==> src/rtl/dsp_reset_sequencer.sv <==
// C6678 reset-pin sequencer: POR# -> RESETFULL#/RESET# -> RESETSTAT# check,
// with debounced full/warm reset buttons and power-good supervision.
`timescale 1ns/1ps

module dsp_rst_debounce #(
    parameter logic [7:0] DEB_LEN = 8'd200
) (
    input  logic clk,
    input  logic rst_n,
    input  logic btn_s,
    output logic press
);
    localparam logic [7:0] DEB_EFF = (DEB_LEN == 8'd0) ? 8'd1 : DEB_LEN;

    logic [7:0] cnt;

    // Counter saturates, so a held button yields exactly one event.
    always_ff @(posedge clk or negedge rst_n) begin
        if (!rst_n)
            cnt <= '0;
        else if (btn_s)
            cnt <= '0;
        else if (cnt != DEB_EFF)
            cnt <= cnt + 8'd1;
    end

    assign press = !btn_s && (cnt == DEB_EFF - 8'd1);
endmodule

module dsp_reset_sequencer #(
    parameter logic [15:0] POR_DELAY    = 16'd1000,
    parameter logic [15:0] FULL_DELAY   = 16'd500,
    parameter logic [15:0] WARM_PULSE   = 16'd100,
    parameter logic [7:0]  DEB_LEN      = 8'd200,
    parameter logic [15:0] STAT_TIMEOUT = 16'd50000
) (
    input  logic clk,
    input  logic rst_n,
    input  logic pwr_good,
    input  logic full_rst_btn_n,
    input  logic warm_rst_btn_n,
    input  logic dsp_resetstat_n,
    output logic dsp_por_n,
    output logic dsp_resetfull_n,
    output logic dsp_reset_n,
    output logic bootmode_oe,
    output logic seq_done,
    output logic seq_err
);
    typedef enum logic [2:0] {
        S_WAIT_PG, S_POR_ASSERT, S_FULL_ASSERT, S_WAIT_STAT,
        S_RUN, S_WARM_ASSERT, S_ERROR
    } state_t;

    localparam logic [15:0] POR_D  = (POR_DELAY    == 16'd0) ? 16'd1 : POR_DELAY;
    localparam logic [15:0] FULL_D = (FULL_DELAY   == 16'd0) ? 16'd1 : FULL_DELAY;
    localparam logic [15:0] WARM_D = (WARM_PULSE   == 16'd0) ? 16'd1 : WARM_PULSE;
    localparam logic [15:0] STAT_D = (STAT_TIMEOUT == 16'd0) ? 16'd1 : STAT_TIMEOUT;

    logic [1:0]  pg_sync, full_sync, warm_sync, stat_sync;
    logic        pg_s, stat_s;
    logic [1:0]  btn_s, press;
    logic        full_press, warm_press;
    state_t      state, next_state;
    logic [15:0] cnt;
    logic        restart;
    logic        por_d, resetfull_d, reset_d, oe_d, done_d, err_d;

    // Buttons and RESETSTAT# idle high; power-good is assumed absent until seen.
    always_ff @(posedge clk or negedge rst_n) begin
        if (!rst_n) begin
            pg_sync   <= 2'b00;
            full_sync <= 2'b11;
            warm_sync <= 2'b11;
            stat_sync <= 2'b11;
        end else begin
            pg_sync   <= {pg_sync[0], pwr_good};
            full_sync <= {full_sync[0], full_rst_btn_n};
            warm_sync <= {warm_sync[0], warm_rst_btn_n};
            stat_sync <= {stat_sync[0], dsp_resetstat_n};
        end
    end

    assign pg_s   = pg_sync[1];
    assign stat_s = stat_sync[1];
    assign btn_s  = {warm_sync[1], full_sync[1]};

    genvar g;
    generate
        for (g = 0; g < 2; g++) begin : g_deb
            dsp_rst_debounce #(.DEB_LEN(DEB_LEN)) u_deb (
                .clk   (clk),
                .rst_n (rst_n),
                .btn_s (btn_s[g]),
                .press (press[g])
            );
        end
    endgenerate

    assign full_press = press[0];
    assign warm_press = press[1];

    always_ff @(posedge clk or negedge rst_n) begin
        if (!rst_n) begin
            state           <= S_WAIT_PG;
            cnt             <= '0;
            dsp_por_n       <= 1'b0;
            dsp_resetfull_n <= 1'b0;
            dsp_reset_n     <= 1'b0;
            bootmode_oe     <= 1'b1;
            seq_done        <= 1'b0;
            seq_err         <= 1'b0;
        end else begin
            state           <= next_state;
            cnt             <= restart ? 16'd0 : ((&cnt) ? cnt : cnt + 16'd1);
            dsp_por_n       <= por_d;
            dsp_resetfull_n <= resetfull_d;
            dsp_reset_n     <= reset_d;
            bootmode_oe     <= oe_d;
            seq_done        <= done_d;
            seq_err         <= err_d;
        end
    end

    // A full press re-enters FULL_ASSERT even from FULL_ASSERT, restarting its delay.
    always_comb begin
        next_state = state;
        restart    = 1'b0;
        if (!pg_s) begin
            next_state = S_WAIT_PG;
            restart    = 1'b1;
        end else if (full_press && state != S_WAIT_PG && state != S_POR_ASSERT) begin
            next_state = S_FULL_ASSERT;
            restart    = 1'b1;
        end else begin
            case (state)
                S_WAIT_PG:     next_state = S_POR_ASSERT;
                S_POR_ASSERT:  if (cnt == POR_D - 16'd1)  next_state = S_FULL_ASSERT;
                S_FULL_ASSERT: if (cnt == FULL_D - 16'd1) next_state = S_WAIT_STAT;
                S_WAIT_STAT: begin
                    if (stat_s)
                        next_state = S_RUN;
                    else if (cnt == STAT_D - 16'd1)
                        next_state = S_ERROR;
                end
                S_RUN:         if (warm_press) next_state = S_WARM_ASSERT;
                S_WARM_ASSERT: if (cnt == WARM_D - 16'd1) next_state = S_WAIT_STAT;
                S_ERROR:       next_state = S_ERROR;
                default:       next_state = S_WAIT_PG;
            endcase
            restart = (next_state != state);
        end
    end

    // Outputs decode the state being entered so pins change on the same edge.
    always_comb begin
        por_d       = 1'b0;
        resetfull_d = 1'b0;
        reset_d     = 1'b0;
        oe_d        = 1'b1;
        done_d      = 1'b0;
        err_d       = 1'b0;
        case (next_state)
            S_FULL_ASSERT: por_d = 1'b1;
            S_WAIT_STAT: begin
                por_d       = 1'b1;
                resetfull_d = 1'b1;
                reset_d     = 1'b1;
            end
            S_RUN: begin
                por_d       = 1'b1;
                resetfull_d = 1'b1;
                reset_d     = 1'b1;
                oe_d        = 1'b0;
                done_d      = 1'b1;
            end
            S_WARM_ASSERT: begin
                por_d       = 1'b1;
                resetfull_d = 1'b1;
            end
            S_ERROR: begin
                por_d       = 1'b1;
                resetfull_d = 1'b1;
                reset_d     = 1'b1;
                err_d       = 1'b1;
            end
            default: ;
        endcase
    end
endmodule

==> config.mk <==
export PLATFORM = sky130hd
export DESIGN_NAME = dsp_reset_sequencer
export DESIGN_NICKNAME = d
export VERILOG_FILES = /design/src/rtl/dsp_reset_sequencer.sv
export SDC_FILE = /design/constraint.sdc
export NUM_CORES = 1
export LEC_CHECK = 0
export CAP_MARGIN = 5
export CELL_PAD_IN_SITES_DETAIL_PLACEMENT = 1
export CELL_PAD_IN_SITES_GLOBAL_PLACEMENT = 2
export CORE_MARGIN = 2
export CORE_UTILIZATION = 42
export CTS_CLUSTER_DIAMETER = 120
export CTS_CLUSTER_SIZE = 20
export DETAILED_ROUTE_END_ITERATION = 6
export PLACE_DENSITY_LB_ADDON = 0.1
export RECOVER_POWER = 100
export SLEW_MARGIN = 10
export SYNTH_ARGS = -nofsm -noshare
export SYNTH_HDL_FRONTEND = slang
export SYNTH_HIERARCHICAL = 1
export SYNTH_SLANG_ARGS = --single-unit
==> constraint.sdc <==
create_clock -name clk -period 5.2 [get_ports clk]
set_clock_uncertainty 0.1 [all_clocks]
set_input_delay 1.04 -clock clk [delete_from_list [all_inputs] [get_ports clk]]
set_output_delay 1.04 -clock clk [all_outputs]
set_load 0.01 [all_outputs]
Word-level counts from Yosys, hierarchy flattened
Index checks and enable logic that the tools add are counted.
Widths: inputs -> output; s select.
{"block": "word_totals", "out_inout_bits": 6, "wordCells": 78, "register_bits": 49, "in_bits": 6}
{"block": "classes", "addsub": 3, "n_eq_ne": 22, "muxes": 25, "reduce_logical": 14}
{"op": "$mux 16", "n": 2}
{"op": "$mux 8", "n": 4}
{"op": "$mux 3", "n": 10}
{"op": "$pmux 3 s7", "n": 1}
{"op": "$eq 3x3->1 const B", "n": 6}
{"op": "$add 16x1->16 const B", "n": 1}
{"op": "$add 8x1->8 const B", "n": 2}
{"op": "$eq 16x10->1 const B", "n": 1}
{"op": "$eq 16x16->1 const B", "n": 1}
{"op": "$eq 16x7->1 const B", "n": 1}
{"op": "$eq 16x9->1 const B", "n": 1}
{"op": "$eq 8x8->1 const B", "n": 2}
{"op": "$ne 8x8->1 const B", "n": 2}
{"op": "$reduce_and 16->1", "n": 1}
{"op": "$eq 3x2->1 const B", "n": 4}
{"op": "$mux 1", "n": 8}
{"op": "$reduce_or 5->1", "n": 1}
{"op": "$logic_and 1x1->1", "n": 4}
{"op": "$reduce_bool 2->1", "n": 2}
{"op": "$reduce_or 4->1", "n": 1}
{"op": "$eq 3x1->1 const B", "n": 1}
{"op": "$logic_not 3->1", "n": 1}
{"op": "$ne 3x1->1 const B", "n": 1}
{"op": "$ne 3x3->1", "n": 1}
{"op": "4 further kinds", "n": 5}

Logic depth before layout (Yosys ltp)
Gate-level depths: netlist of the first run.
{"block": "depth", "depth_word": 11, "depth_mapped": 10, "mapped_depth_nobuf": 8}

By module
Netlist of the first run, hierarchy kept.
{"mod": "dsp_reset_sequencer", "instances": 1, "area_per_inst_um2": 1712.9, "cells_per_inst": 168, "seq_area_each_um2": 834.6}
{"mod": "dsp_rst_debounce", "instances": 2, "area_per_inst_um2": 489.2, "cells_per_inst": 50, "seq_area_each_um2": 200.2}

Worst setup path after synthesis of the first run
OpenSTA, ideal clock, no wires.
{"block": "synth_path", "path_type": "reg2reg", "startpoint": "register warm_sync[1]", "endpoint": "register, netlist name cnt[11]", "n_path_buf": 3, "setup_slack_ns": 2.966, "arrival_time_ns": 2.063, "path_stages_with_launch": 10, "required_time_ns": 5.028, "setup_time_ns": 0.072, "period_less_slack_ns": 2.234, "cell_sequence": "dfstp_2 > clkbuf_1 > nor4_1 > inv_1 > a211oi_1 > a31o_2 > or4_4 > buf_6 > buf_8 > nor2_1"}
{"element": "start: declaration", "line": "60", "rtl": "logic [1:0] pg_sync, full_sync, warm_sync, stat_sync;"}
{"element": "start signal: assignment", "line": "79", "rtl": "warm_sync <= {warm_sync[0], warm_rst_btn_n};"}

==> results of run 1 <==
[cell families after synthesis]
group / Yosys count / share of synthesized area
buf+inv: 29 / 0.0530
compound gates: 39 / 0.106
mux: 5 / 0.0195
xor+xnor: 15 / 0.0488
flops: 49 / 0.459
simple gates: 124 / 0.281
fa+ha+maj: 7 / 0.0325
[cell type report]
type,count,area share
timing repair buffer,12,0.0379
clock buffer,5,0.0240
tap,77,0.0336
inverter,15,0.0196
clock inverter,3,0.0227
multi-input combinational,190,0.432
sequential,49,0.430
[final timing paths]
| kind | endpoint |
|---|---|
| max | g_deb[1].u_deb/cnt[5] |
| min | warm_sync[1] |
| max reg2reg | cnt[10] |
| min reg2reg | warm_sync[1] |
| max in group clk | cnt[10] |
| min in group asynchronous | seq_done |
[cells in the final DEF (no fill, tap or decap), types with 7 or more instances in the layout]
cell type and instances:
nand2b_1 7, dlygate4sd3_1 10, inv_1 14, xor2_1 13, nand2_1 19, dfrtp_1 42, nor2_1 28, o21ai_0 12
a21oi_1 9, nor3_1 8, dfstp_2 7, or3_1 7, ha_1 7, nand3_1 16
[per-layer routing]
metal | vias to the layer above | global-route usage | part of all wire
met3 | 5 | 0.0346 | 0.024
met4 | 0 | 0.0469 | 0.0093
met2 | 24 | 0.292 | 0.48
li1 | 958 | - | -
met5 | - | 0 | 0
met1 | 992 | 0.256 | 0.49
[stage by stage]
stage               power, mW  instance area [um2]
floorplan               0.433                 2690
global placement        0.449                 2810
detailed placement      0.450                 2810
CTS                     0.776                 2950
global route            0.795                 2870
finish                  0.759                 2870
[sequential cells by signal, indices dropped and copies added (netlist names), 2 cells and up]
| signal | flops |
|---|---|
| g_deb.u_deb/cnt | 16 |
| state | 3 |
| stat_sync | 2 |
| cnt | 16 |
| pg_sync | 2 |
| warm_sync | 2 |
| full_sync | 2 |
[where the power goes]
group          internal (mW)  switching [mW]  total [mW]
clock                  0.191           0.129       0.320
combinational         0.0131          0.0205      0.0336
sequential             0.391          0.0141       0.405
==> flow_summary.rst, run 1 <==
.. list-table::
   :header-rows: 1

   * - Metric
     - Value
   * - Detail-routed net length per standard cell
     - 16.8 um
   * - First-pass GRT wire length
     - 10500 um
   * - Maxcap violations
     - 1
   * - Predominant post-synthesis flop cell
     - dfrtp_1
   * - Via/cell ratio
     - 5.64
   * - Sequence of cells on the critical path
     - buf_2, clkbuf_1
   * - Number of antenna violations at the first check in global routing
     - 0
   * - Share of layout cells above drive strength 1
     - 0.0803
   * - Power density of the placed cells
     - 264 nW/um2
   * - Setup slack on the worst flop-to-flop path
     - between 2 and 3 ns
   * - 1st-pass router iterations
     - 4
   * - Top cell type by total area after synthesis
     - dfrtp_1
   * - Hold buffer count at CTS
     - 0
   * - Multi-input gate area in the final layout
     - 1240 um2
   * - Hold Path Origin
     - warm_sync[0]
   * - Y dimension of the die
     - between 80 and 90 um
   * - Worst hold path cell count
     - 0
   * - Share of async-settable or async-resettable flops after synthesis
     - 1.00
   * - FF-to-FF Start
     - cnt[13]
   * - Non-filler instance count after layout
     - 351
   * - Final setup TNS
     - 0 ns
   * - Diodes inserted
     - 0
   * - Nature of the critical path startpoint
     - input pin
   * - Post-Place Worst Slack
     - ~2.8 ns
   * - Final setup slack of the worst path
     - between 1.5 and 2 ns
   * - Worst Setup SP
     - rst_n
   * - Register cell area after layout
     - 1230 um2
   * - Growth of design area from synthesis to finish
     - 6.65%
   * - Final layout net count
     - roughly 290
   * - Yosys Warn Count
     - 6
   * - Overall die area
     - about 7100 um2
   * - Post_cts resized
     - 0
   * - Final critical-path share of the clock period
     - 0.632
   * - Highest net fanout along the worst path
     - 49
   * - Number of sinks handled by clock tree synthesis
     - 49
   * - Utilization after layout
     - 0.457
   * - Fraction of the yosys area taken by sequential cells
     - 0.459
   * - Achievable clock frequency
     - 305 MHz
   * - IR drop worst, VDD
     - 0.000146 V
   * - Effective utilization at floorplan
     - 0.429
   * - Worst path bufs/invs
     - 2
   * - Number of fill cells
     - 724
   * - Actual transition at the worst max-transition pin
     - 2.67 ns
   * - Setup repair after global routing missed its margin
     - false
   * - Kind of critical path
     - in2async
   * - Clock input transition at the sequential cells of the worst setup and hold paths
     - 0.09 ns
   * - Most frequent cell after synthesis
     - dfrtp_1
   * - Largest net degree at the start of global routing
     - 50
   * - Count of port buffers added during placement
     - 11
   * - Worst-Skew Late Latency
     - 0.30 ns
   * - Estimated wirelength of the detail-placed design
     - 4100 um
   * - Setup Buffers After CTS
     - 0
   * - Number of remaining DRC errors
     - 0
   * - Std cell rows
     - 29
   * - Via count of the first global-routing pass
     - 2079
   * - Arrival time of data at the critical path endpoint
     - 3.03 ns
   * - Most common library cells after synthesis
     - dfrtp_1, nor2_1, nand2_1
   * - Distinct cells, synth
     - 53
   * - Worst slew margin relative to its limit
     - -0.782
   * - Die Width
     - 84.1 um
   * - Placed Cells incl. Taps
     - 343
   * - Aggregate routed wire length
     - 5900 um
   * - Tmin final
     - 3.28 ns
   * - Total number of vias
     - 1979
   * - Cell count after synthesis
     - 268
   * - Number of synthesized flops with an enable pin
     - 0
   * - Clock tree root buffer cell
     - clkbuf_8
   * - Total overflow reported by the global router
     - 0
   * - Hold Violations, Final
     - 0
   * - Max H-tree Level
     - 2
   * - Main area contributors after synthesis
     - dfrtp_1, dfstp_2, xor2_1, nor2_1, ha_1
   * - Category of cells accounting for the largest share of critical-path delay
     - buffers and inverters
   * - Static Leak
     - ~1.2 nW
   * - Worst hold-check slack
     - 0.260 ns
   * - Final setup vio count
     - 0
   * - Total number of cells along the worst setup path
     - 2
   * - Type of the most critical hold path
     - reg2reg
   * - Status
     - finished with violations
   * - Detailed Route Iter0 Violations
     - 95
   * - Aggregate global-route resource usage
     - 0.183
   * - Post-synth design cell area
     - between 2000 and 3000 um2
   * - Max Slew Vio Count
     - 50
   * - Antenna violation net count after detailed routing
     - 0
   * - Register-to-Register Path Depth
     - 5
   * - Endpoint type of the worst setup path
     - asynchronous set/reset pin
   * - Number of flip-flops and latches in the synthesized netlist
     - 49
   * - Synthesized area per cell
     - between 10 and 15 um2
   * - Failing checks
     - max-capacitance violations, max-slew violations
   * - Top cell type's share of synthesized area
     - 0.391
   * - Net count after synthesis
     - 281
   * - Core region area
     - 6280 um2
   * - Gp weighted congestion
     - around 0.76
   * - TritonCTS clock tree
     - built
   * - Ports placed on the boundary
     - 12
   * - Maximum number of buffers from clock root to sink
     - 2
   * - TritonCTS buffer count
     - 5
   * - Maximum single-stage delay on the critical path
     - 1.88 ns
   * - Critical Path Slowest Stage Cell
     - clkbuf_1
   * - Required time at the worst-slack endpoint
     - 4.95 ns
No activity file was read; power rests on OpenSTA's default activity.
==> run 2: changes to the inputs <==
--- a/config.mk
+++ b/config.mk
@@ -9,7 +9,7 @@
 export CELL_PAD_IN_SITES_DETAIL_PLACEMENT = 1
 export CELL_PAD_IN_SITES_GLOBAL_PLACEMENT = 2
 export CORE_MARGIN = 2
-export CORE_UTILIZATION = 42
+export CORE_UTILIZATION = 39
 export CTS_CLUSTER_DIAMETER = 120
 export CTS_CLUSTER_SIZE = 20
 export DETAILED_ROUTE_END_ITERATION = 6
==> constraint.sdc (replaced) <==
create_clock -name clk -period 3.2 [get_ports clk]
set_clock_uncertainty 0.1 [all_clocks]
set_input_delay 0.64 -clock clk [delete_from_list [all_inputs] [get_ports clk]]
set_output_delay 0.64 -clock clk [all_outputs]
set_load 0.01 [all_outputs]
==> run 2 against run 1 <==
  * The flow now finishes without violations
  * Non-clock buffer count grew 1
  * Critical path type is now reg2reg
  * Critical path depth grew 4
  * Utilization fell by 3.4 points
  * Critical endpoint is now cnt[2]
==> flow_summary.rst, run 2 (synthesis results as in run 1) <==
.. list-table::
   :header-rows: 1

   * - Metric
     - Value
   * - Status
     - finished, final reports clean
   * - Via/cell ratio
     - between 5 and 6
   * - Kind of critical path
     - reg2reg
   * - Aggregate routed wire length
     - 5990 um
   * - Largest net degree at the start of global routing
     - 48
   * - Clock input transition at the sequential cells of the worst setup and hold paths
     - roughly 0.10 ns
   * - Commonest cells after routing, fill and taps aside
     - dfrtp_1, nor2_1, nand2_1
   * - Multi-input gate area in the final layout
     - between 1000 and 1500 um2
   * - Die Width
     - ~87 um
   * - Post_cts resized
     - 0
   * - Total number of vias
     - 1986
   * - Core region area
     - 6720 um2
   * - Aggregate global-route resource usage
     - 0.175
   * - Placed Cells incl. Taps
     - approximately 350
   * - Cell area after layout
     - 2850 um2
   * - Max Slew Vio Count
     - 0
   * - IR drop worst, VDD
     - about 0.00016 V
   * - Final layout net count
     - 287
   * - Count of port buffers added during placement
     - 11
   * - Achievable clock frequency
     - 381 MHz
   * - Detail-routed net length per standard cell
     - 16.9 um
   * - Nature of the critical path startpoint
     - register
   * - Actual transition at the worst max-transition pin
     - 1.07 ns
   * - First-pass GRT wire length
     - slightly above 10000 um
   * - Antenna violation net count after detailed routing
     - 0
   * - Non-filler instance count after layout
     - 355
   * - Std cell rows
     - 30
   * - Y dimension of the die
     - just under 90 um
   * - Sw Share
     - 0.253
   * - Register cell area after layout
     - 1230 um2
   * - Worst-Skew Late Latency
     - 0.31 ns
   * - FF-to-FF Start
     - cnt[0]
   * - Worst hold path cell count
     - 0
   * - Setup repair after global routing missed its margin
     - false
   * - Type of the most critical hold path
     - reg2reg
   * - Total overflow reported by the global router
     - 0
   * - Hold Path Origin
     - warm_sync[0]
   * - Diodes inserted
     - 0
   * - Detailed Route Iter0 Violations
     - between 40 and 50
   * - Number of remaining DRC errors
     - 0
   * - Max H-tree Level
     - 2
   * - Maximum number of buffers from clock root to sink
     - 2
   * - Via count of the first global-routing pass
     - between 2000 and 2500
   * - Tmin final
     - 2.63 ns
   * - Hold Violations, Final
     - 0
   * - Power density of the placed cells
     - between 300 and 400 nW/um2
   * - TritonCTS buffer count
     - 5
   * - Clock tree root buffer cell
     - clkbuf_8
   * - Setup slack on the worst flop-to-flop path
     - 0.57 ns
   * - Maxcap violations
     - 0
   * - Number of antenna violations at the first check in global routing
     - 0
   * - Effective utilization at floorplan
     - 0.401
   * - Required time at the worst-slack endpoint
     - 3.31 ns
   * - Clk network pwr share
     - 0.342
   * - Estimated wirelength of the detail-placed design
     - 4250 um
   * - Number of sinks handled by clock tree synthesis
     - a little under 50
   * - Ports placed on the boundary
     - 12
   * - Part of the power in registers
     - 0.605
   * - Largest registers ranked by flip-flop count
     - cnt (16), g_deb.u_deb/cnt (16), state (3)
   * - Most common cell after layout, fill and taps aside
     - dfrtp_1
   * - Arrival time of data at the critical path endpoint
     - 2.74 ns
   * - Endpoint type of the worst setup path
     - register
   * - NetSw
     - 275 uW
   * - Final critical-path share of the clock period
     - 0.821
   * - Combinational group share of total power
     - 0.053
   * - Register-to-Register Path Depth
     - 6
   * - Final setup TNS
     - 0 ns
   * - Highest net fanout along the worst path
     - 16
   * - Overall die area
     - 7580 um2
   * - Endpoint, Worst Hold
     - warm_sync[1]
   * - Worst r2r dst
     - cnt[2]
   * - TritonCTS clock tree
     - built
   * - Hold buffer count at CTS
     - 0
   * - 1st-pass router iterations
     - 4
   * - Growth of design area from synthesis to finish
     - 5.76%
   * - Worst slew margin relative to its limit
     - 0.286
   * - Gp weighted congestion
     - 0.779
   * - Static Leak
     - 1.14 nW
   * - Setup Buffers After CTS
     - 0
   * - DP Area
     - 2830 um2
   * - Share of layout cells above drive strength 1
     - 0.0909
   * - Number of fill cells
     - 783
   * - P_int
     - 813 uW
   * - Final setup vio count
     - 0
[run 2: power by group through the flow]
stage | Clock, mW | Combinational, mW | Sequential, mW
global route | 0.406 | 0.0686 | 0.661
CTS | 0.387 | 0.0635 | 0.659
finish | 0.372 | 0.0576 | 0.658
floorplan | 0 | 0.0472 | 0.657
global placement | 0 | 0.0597 | 0.671
detailed placement | 0 | 0.0631 | 0.671
[run 2: layout make-up]
type	instances	area share
Clock buffer	6	0.0255
Inverter	15	0.0198
Clock inverter	2	0.00527
Timing Repair Buffer	13	0.0409
Sequential cell	49	0.434
Tap cell	80	0.0352
Multi-Input combinational cell	190	0.440
[run 2: stage by stage]
| stage | hold slack, ns | power (mW) | utilization | setup WS (ns) |
|---|---|---|---|---|
| finish | 0.261 | 1.09 | 0.424 | 0.573 |
| global route | 0.265 | 1.14 | 0.424 | 0.375 |
| CTS | 0.262 | 1.11 | 0.434 | 0.835 |
| global placement | 0.246 | 0.731 | 0.420 | 0.870 |
| detailed placement | 0.247 | 0.734 | 0.420 | 0.865 |
| floorplan | 0.231 | 0.704 | - | 0.966 |
[run 2: layer usage]
layer  vias up  routed length, um  track usage
li1        962                  -            -
met1      1005               2760        0.218
met2        12               3050        0.312
met3         7                 98       0.0256
met4         0                 85       0.0540
met5         -                  0            0
[run 2: critical path, stage by stage, from the launching register on]
cell and delay (ns):
dfrtp_1 0.41, ha_1 0.32, nand2_1 0.16, nor4_1 0.08
o2111a_1 0.31, or4_1 0.84, a211oi_1 0.31
[run 2: worst max path at each step]
stage / cells past startpoint / start / endpoint
2_1_floorplan: 9 / warm_sync[1] / cnt[11]
3_3_place_gp: 6 / cnt[0] / cnt[15]
3_5_place_dp: 6 / cnt[0] / cnt[15]
4_1_cts: 6 / cnt[0] / cnt[15]
5_1_grt: 8 / g_deb[0].u_deb/cnt[0] / cnt[2]
6_report: 6 / cnt[0] / cnt[2]
